File: src/rtl/fetch_ctrl.sv
`default_nettype none
// +------------------------------------------------------------------------+
// | Module   : fetch_ctrl                                                  |
// | Brief    : Instruction fetch sequencer. Owns the fetch PC, issues one  |
// |            outstanding request to instruction memory, applies          |
// |            jalr/jal/branch redirects and buffers returned words in a   |
// |            small FIFO for decode (valid/ready).                        |
// | Options  : FETCH_MISALIGN_TRAP_EN - a misaligned redirect target sets  |
// |            a sticky o_misalign and halts fetch until reset. Without    |
// |            it the low two target bits are silently cleared.            |
// | Revision : 1.0  initial release                                        |
// +------------------------------------------------------------------------+
module fetch_ctrl #(
  parameter logic [31:0] RESET_PC = 32'h0000_0000,
  parameter int          Q_DEPTH  = 2
) (
  input  logic        i_clk,
  input  logic        i_rst,
  input  logic        i_con_b,
  input  logic [31:0] i_addr_b,
  input  logic [1:0]  i_con_j,
  input  logic [31:0] i_addr_j,
  input  logic [31:0] i_addr_jr,
  output logic        o_imem_req,
  output logic [31:0] o_imem_addr,
  input  logic        i_imem_gnt,
  input  logic        i_imem_rvalid,
  input  logic [31:0] i_imem_rdata,
  output logic        o_valid,
  output logic [31:0] o_pc,
  output logic [31:0] o_pc4,
  output logic [31:0] o_instr,
  input  logic        i_ready,
  output logic        o_flush,
  output logic        o_misalign
);

  localparam int              c_CW    = $clog2(Q_DEPTH + 1);
  localparam logic [c_CW-1:0] c_DEPTH = c_CW'(Q_DEPTH);
  localparam logic [c_CW-1:0] c_ONE   = c_CW'(1);

  localparam logic [1:0] c_ST_REQ   = 2'd0;
  localparam logic [1:0] c_ST_WAIT  = 2'd1;
  localparam logic [1:0] c_ST_DRAIN = 2'd2;
  localparam logic [1:0] c_ST_HALT  = 2'd3;

  logic [1:0]      state_q, state_d;
  logic [31:0]     pc_q, pc_d;
  logic [31:0]     req_pc_q, req_pc_d;
  logic            flush_q, flush_d;
  logic [c_CW-1:0] count_q, count_d;

  // Entry 0 is always the head, so the decode-facing fields come straight
  // from flops.
  logic [31:0]     fpc_q  [Q_DEPTH];
  logic [31:0]     fpc_d  [Q_DEPTH];
  logic [31:0]     fpc4_q [Q_DEPTH];
  logic [31:0]     fpc4_d [Q_DEPTH];
  logic [31:0]     fins_q [Q_DEPTH];
  logic [31:0]     fins_d [Q_DEPTH];

  logic            w_redir;
  logic            w_active_redir;
  logic            w_bad_tgt;
  logic            w_free;
  logic            w_push;
  logic            w_pop;
  logic            w_clear;
  logic [31:0]     w_tgt_raw;
  logic [31:0]     w_tgt;
  logic [c_CW-1:0] w_wr_idx;

  // Redirect decode: jalr beats jal beats branch; target forced word-aligned.
  always_comb begin
    w_redir = i_con_b | (i_con_j != 2'b00);
    if (i_con_j[1])      w_tgt_raw = i_addr_jr;
    else if (i_con_j[0]) w_tgt_raw = i_addr_j;
    else                 w_tgt_raw = i_addr_b;
    w_tgt = {w_tgt_raw[31:2], 2'b00};
  end

  // Once halted, redirects are no longer applied.
  assign w_active_redir = w_redir & (state_q != c_ST_HALT);

`ifdef FETCH_MISALIGN_TRAP_EN
  logic mis_q;

  assign w_bad_tgt = (w_tgt_raw[1:0] != 2'b00);

  // Sticky trap flag, set by the first misaligned redirect actually taken.
  always_ff @(posedge i_clk) begin
    if (i_rst)                            mis_q <= 1'b0;
    else if (w_active_redir & w_bad_tgt)  mis_q <= 1'b1;
  end

  assign o_misalign = mis_q;
`else
  logic w_unused_tgt_lo;

  assign w_unused_tgt_lo = ^w_tgt_raw[1:0];
  assign w_bad_tgt       = 1'b0;
  assign o_misalign      = 1'b0;
`endif

  // FSM state register together with the PC bookkeeping it owns.
  always_ff @(posedge i_clk) begin
    if (i_rst) begin
      state_q  <= c_ST_REQ;
      pc_q     <= RESET_PC;
      req_pc_q <= '0;
      flush_q  <= 1'b0;
    end else begin
      state_q  <= state_d;
      pc_q     <= pc_d;
      req_pc_q <= req_pc_d;
      flush_q  <= flush_d;
    end
  end

  // FSM next-state: a live redirect overrides the normal state actions.
  always_comb begin
    state_d  = state_q;
    pc_d     = pc_q;
    req_pc_d = req_pc_q;
    flush_d  = 1'b0;
    w_push   = 1'b0;
    w_clear  = 1'b0;
    if (w_active_redir) begin
      pc_d    = w_tgt;
      flush_d = 1'b1;
      w_clear = 1'b1;
      if (w_bad_tgt) begin
        state_d = c_ST_HALT;
      end else if (state_q == c_ST_REQ) begin
        // No request went out this cycle, so nothing is in flight.
        state_d = c_ST_REQ;
      end else begin
        // WAIT or DRAIN: a response arriving now is the wrong-path word and
        // is simply dropped; otherwise wait for it in DRAIN.
        state_d = i_imem_rvalid ? c_ST_REQ : c_ST_DRAIN;
      end
    end else begin
      case (state_q)
        c_ST_REQ: begin
          if (o_imem_req & i_imem_gnt) begin
            req_pc_d = pc_q;
            pc_d     = pc_q + 32'd4;
            state_d  = c_ST_WAIT;
          end
        end
        c_ST_WAIT: begin
          if (i_imem_rvalid) begin
            w_push  = 1'b1;
            state_d = c_ST_REQ;
          end
        end
        c_ST_DRAIN: begin
          if (i_imem_rvalid) state_d = c_ST_REQ;
        end
        default: begin
          state_d = state_q;
        end
      endcase
    end
  end

  // FSM outputs. Requests are only made from REQ, where nothing is in
  // flight, so free space reduces to count < depth. Reset holds the
  // request low.
  always_comb begin
    w_free      = (count_q < c_DEPTH);
    o_imem_req  = (state_q == c_ST_REQ) & w_free & ~w_redir & ~i_rst;
    o_imem_addr = pc_q;
    o_valid     = (count_q != '0) & ~w_redir;
    o_flush     = flush_q;
    w_pop       = o_valid & i_ready;
  end

  // FIFO next-state: shift down on pop (keeping the last head when it
  // empties), then write the new word behind the surviving entries.
  always_comb begin
    count_d  = count_q;
    fpc_d    = fpc_q;
    fpc4_d   = fpc4_q;
    fins_d   = fins_q;
    w_wr_idx = count_q;
    if (w_clear) begin
      count_d = '0;
    end else begin
      if (w_pop) begin
        count_d  = count_q - c_ONE;
        w_wr_idx = count_q - c_ONE;
        if (count_q > c_ONE) begin
          for (int i = 0; i < Q_DEPTH - 1; i++) begin
            fpc_d[i]  = fpc_q[i + 1];
            fpc4_d[i] = fpc4_q[i + 1];
            fins_d[i] = fins_q[i + 1];
          end
        end
      end
      if (w_push) begin
        count_d = count_d + c_ONE;
        for (int i = 0; i < Q_DEPTH; i++) begin
          if (c_CW'(i) == w_wr_idx) begin
            fpc_d[i]  = req_pc_q;
            fpc4_d[i] = req_pc_q + 32'd4;
            fins_d[i] = i_imem_rdata;
          end
        end
      end
    end
  end

  // FIFO storage and occupancy.
  always_ff @(posedge i_clk) begin
    if (i_rst) begin
      count_q <= '0;
      for (int i = 0; i < Q_DEPTH; i++) begin
        fpc_q[i]  <= '0;
        fpc4_q[i] <= '0;
        fins_q[i] <= '0;
      end
    end else begin
      count_q <= count_d;
      fpc_q   <= fpc_d;
      fpc4_q  <= fpc4_d;
      fins_q  <= fins_d;
    end
  end

  assign o_pc    = fpc_q[0];
  assign o_pc4   = fpc4_q[0];
  assign o_instr = fins_q[0];

endmodule
`default_nettype wire

File: config.mk
export PLATFORM = sky130hd
export DESIGN_NAME = fetch_ctrl
export DESIGN_NICKNAME = d
export VERILOG_FILES = /design/src/rtl/fetch_ctrl.sv
export SDC_FILE = /design/constraint.sdc
export NUM_CORES = 1
export LEC_CHECK = 0
export ABC_AREA = 1
export BUFFER_PORTS_ARGS = -buffer_cell sky130_fd_sc_hd__buf_2
export CORE_AREA = 4 4 244 246
export CTS_BUF_LIST = sky130_fd_sc_hd__clkbuf_4
export CTS_CLUSTER_DIAMETER = 80
export CTS_CLUSTER_SIZE = 14
export DETAILED_ROUTE_END_ITERATION = 10
export DIE_AREA = 0 0 248 250
export GPL_ROUTABILITY_DRIVEN = 0
export GPL_TIMING_DRIVEN = 0
export PLACE_DENSITY = 0.52
export SETUP_SLACK_MARGIN = 0.02
export SYNTH_ARGS = -nofsm -noshare
export SYNTH_HDL_FRONTEND = slang
export SYNTH_SLANG_ARGS = --single-unit
File: constraint.sdc
create_clock -name i_clk -period 4.8 [get_ports i_clk]
set_clock_uncertainty 0.1 [all_clocks]
set_input_delay 0.24 -clock i_clk [delete_from_list [all_inputs] [get_ports i_clk]]
set_output_delay 0.24 -clock i_clk [all_outputs]
set_load 0.03 [all_outputs]
==> results.cfg <==
[outcome]
status = finished, final reports clean

[setup_path]
critPathLaunchType = flop
worstSetupEndpointType = flop
worstPathMaxFanout = 10
path_class = reg -> reg
required_ns = 5.34
critPathArrivalTime_ns = 4.27

[drt]
first_iter_violations = 1108
via_count = 15500
drc = 0
wire_per_inst_um = 16.8
drtAntennaViolNets = 0
first_pass_iters = 6
vias_per_cell = 4.56
routed_wirelength_mm = 57.0

[timing]
worst_pin_slew_ns = 1.22
rsz0062_at_grt = false
setup_viol = 0
finalSetupTns_ns = 0
maxSlewHeadroom_pct = 18.1
hold_violations = 0
max_freq_mhz = 268
slew_viol_final = 0
hold_ws_ns = 0.0668
fin_crit_ns = 3.73
worst_slack_ns = 1.07
period_share_pct = 77.6

[synthesis]
syn_area_mm2 = 0.0142
seq_area_frac_synth_pct = 35.6
ys_types = 31
postSynthCellCount = 2238
syn_avg_cell_area_um2 = 6.36
ys_seq_elements = 253
yosys_warnings = 0

[die]
die_area_mm2 = 0.0620
die_h_um = 250
die_width_um = 248
placementRows = 88
start_util_pct = 24.8
core-area_mm2 = 0.0574
io_pins = 268

[clock_network]
h-tree-depth = 1
cts_resized = 0
clock-sinks = 253
cts_buffers = 24
cts_root_buffer = clkbuf_4
clkTransAtPathRegs_ns = 0.16
clock_path_buffers = 3
cts_tree = done
clk_latency_ns = 0.77

[finish]
n_fill_cell = 6470
layout-drive-gt1-share_pct = 17.6
finalNetCount = 2764
area_growth_pct = 24.5
post-route-cell-area_mm2 = 0.0177
seqCellArea_mm2 = 0.00506
multi_input_comb_area_mm2 = 0.00732
post-route-util_pct = 30.9

[worst_hold_path]
worstHoldPathType = in -> reg

[global_route]
antenna_found_initial = 1
gr-total-overflow = 0
grt_pass1_vias = 14500
grt_pass1_wl_mm = 86.3
grt_usage_pct = 17.7
grt_max_degree = 15

[power_and_ir_drop]
p_leak_uw = 0.00860
power_density_mw_per_mm2 = 214
max-vdd-ir-drop_v = 0.000113

[placed_design]
hpwl_mm = 44.9
place_area_mm2 = 0.0165
pre_cts_slack_ns = 1.04
portBuffers = 258

[job]
drv_cap = 0
power breakdown:
group          internal [µW]  total [µW]  switching [µW]
combinational            192         480             288
sequential              2130        2190            60.1
clock                    334        1120             788
cell usage after synthesis (all sizes together):
cell type | n | area, µm²
a21oi | 164 | 821
a31oi | 6 | 37.5
buf | 153 | 1030
clkbuf | 73 | 274
conb | 1 | 3.75
dfxtp | 253 | 5060
ha | 9 | 113
inv | 147 | 552
nand2 | 607 | 2300
nand3 | 122 | 611
nand3b | 6 | 45.0
nand4 | 9 | 56.3
nor2 | 341 | 1310
nor3 | 19 | 100
nor4 | 1 | 6.26
o211ai | 26 | 195
o21ai | 218 | 1090
o21bai | 65 | 488
o31ai | 4 | 30.0
or2 | 3 | 18.8
xor2 | 11 | 96.3
per-stage QoR:
step	power, µW	instances
finish	3790	3395
global route	3970	3395
CTS	3840	3394
detailed placement	2640	3263
global placement	2640	3263
floorplan	2430	2240
registers in the layout, summed over array words and instances (netlist names), 30 cells and up:
register,count
fpc4_q,30
o_imem_addr,30
req_pc_q,30
o_pc4,32
fpc_q,30
o_instr,32
fins_q,32
o_pc,32
final timing paths:
check,from,cells past startpoint,endpoint,slack [ns]
hold / removal,i_addr_j[11],7,o_imem_addr[11],0.07
hold reg to reg,o_pc[1],2,o_pc[1],0.35
setup / recovery,count_q[1],15,o_pc4[25],1.07
setup reg to reg,count_q[1],15,o_pc4[25],1.07
what timing repair did:
item                      CTS  global route
hold endpoints to repair  101             0
hold buffers               95             0
buffers inserted            0             0
area by class of cell:
type,instances,area share [%]
Antenna cell,1,0.0141
Buffer,226,7.34
Clock buffer,27,1.14
Clock inverter,9,0.452
Inverter,147,3.11
Multi-Input combinational cell,1614,41.3
Sequential cell,253,28.6
Tap cell,765,5.40
Timing Repair Buffer,353,12.7
critical path: stages, from the launching register on:
cell and delay, ns:
dfxtp_1 0.39, inv_2 0.09, ha_1 0.22, nor2_2 0.20, nand2_2 0.21, clkbuf_1 0.27
nand2_1 0.10, o21ai_0 0.11, inv_1 0.11, ha_1 0.18, inv_1 0.06, nor2_2 0.56
clkbuf_1 0.59, nand3_1 0.26, nand2_1 0.11, nand2_1 0.04
routing by layer:
layer	wire length [µm]	vias up	GRT usage (%)
li1	-	7875	-
met1	25700	7018	24.3
met2	26300	508	29.4
met3	3780	71	2.76
met4	1240	0	3.55
met5	0	-	0
cells in the final DEF (no fill, tap or decap), types with 9 or more instances in the layout:
| cell | netlist | routed |
|---|---|---|
| nand2_1 | 602 | 602 |
| nor2_1 | 335 | 335 |
| buf_2 | 43 | 301 |
| dfxtp_1 | 253 | 253 |
| o21ai_0 | 195 | 195 |
| a21oi_1 | 164 | 164 |
| inv_1 | 141 | 141 |
| nand3_1 | 122 | 122 |
| buf_4 | 104 | 104 |
| dlygate4sd3_1 | 0 | 95 |
| clkbuf_1 | 73 | 73 |
| o21bai_1 | 65 | 65 |
| clkbuf_4 | 0 | 27 |
| o211ai_1 | 26 | 26 |
| o21ai_1 | 23 | 23 |
| nor3_1 | 18 | 18 |
| xor2_1 | 11 | 11 |
| nand4_1 | 9 | 9 |
| ha_1 | 9 | 9 |
cell families (layout without fill, tap and decap cells):
| kind of cell | count (synthesis) | after routing | synth area share (%) |
|---|---|---|---|
| fa+ha+maj | 9 | 9 | 0.791 |
| compound gates | 483 | 483 | 18.7 |
| xor+xnor | 11 | 11 | 0.677 |
| simple gates | 1108 | 1108 | 31.2 |
| other cells | 1 | 4 | 0.0264 |
| buf+inv | 373 | 762 | 13.0 |
| flops | 253 | 253 | 35.6 |
(Power assumes the default switching activity.)
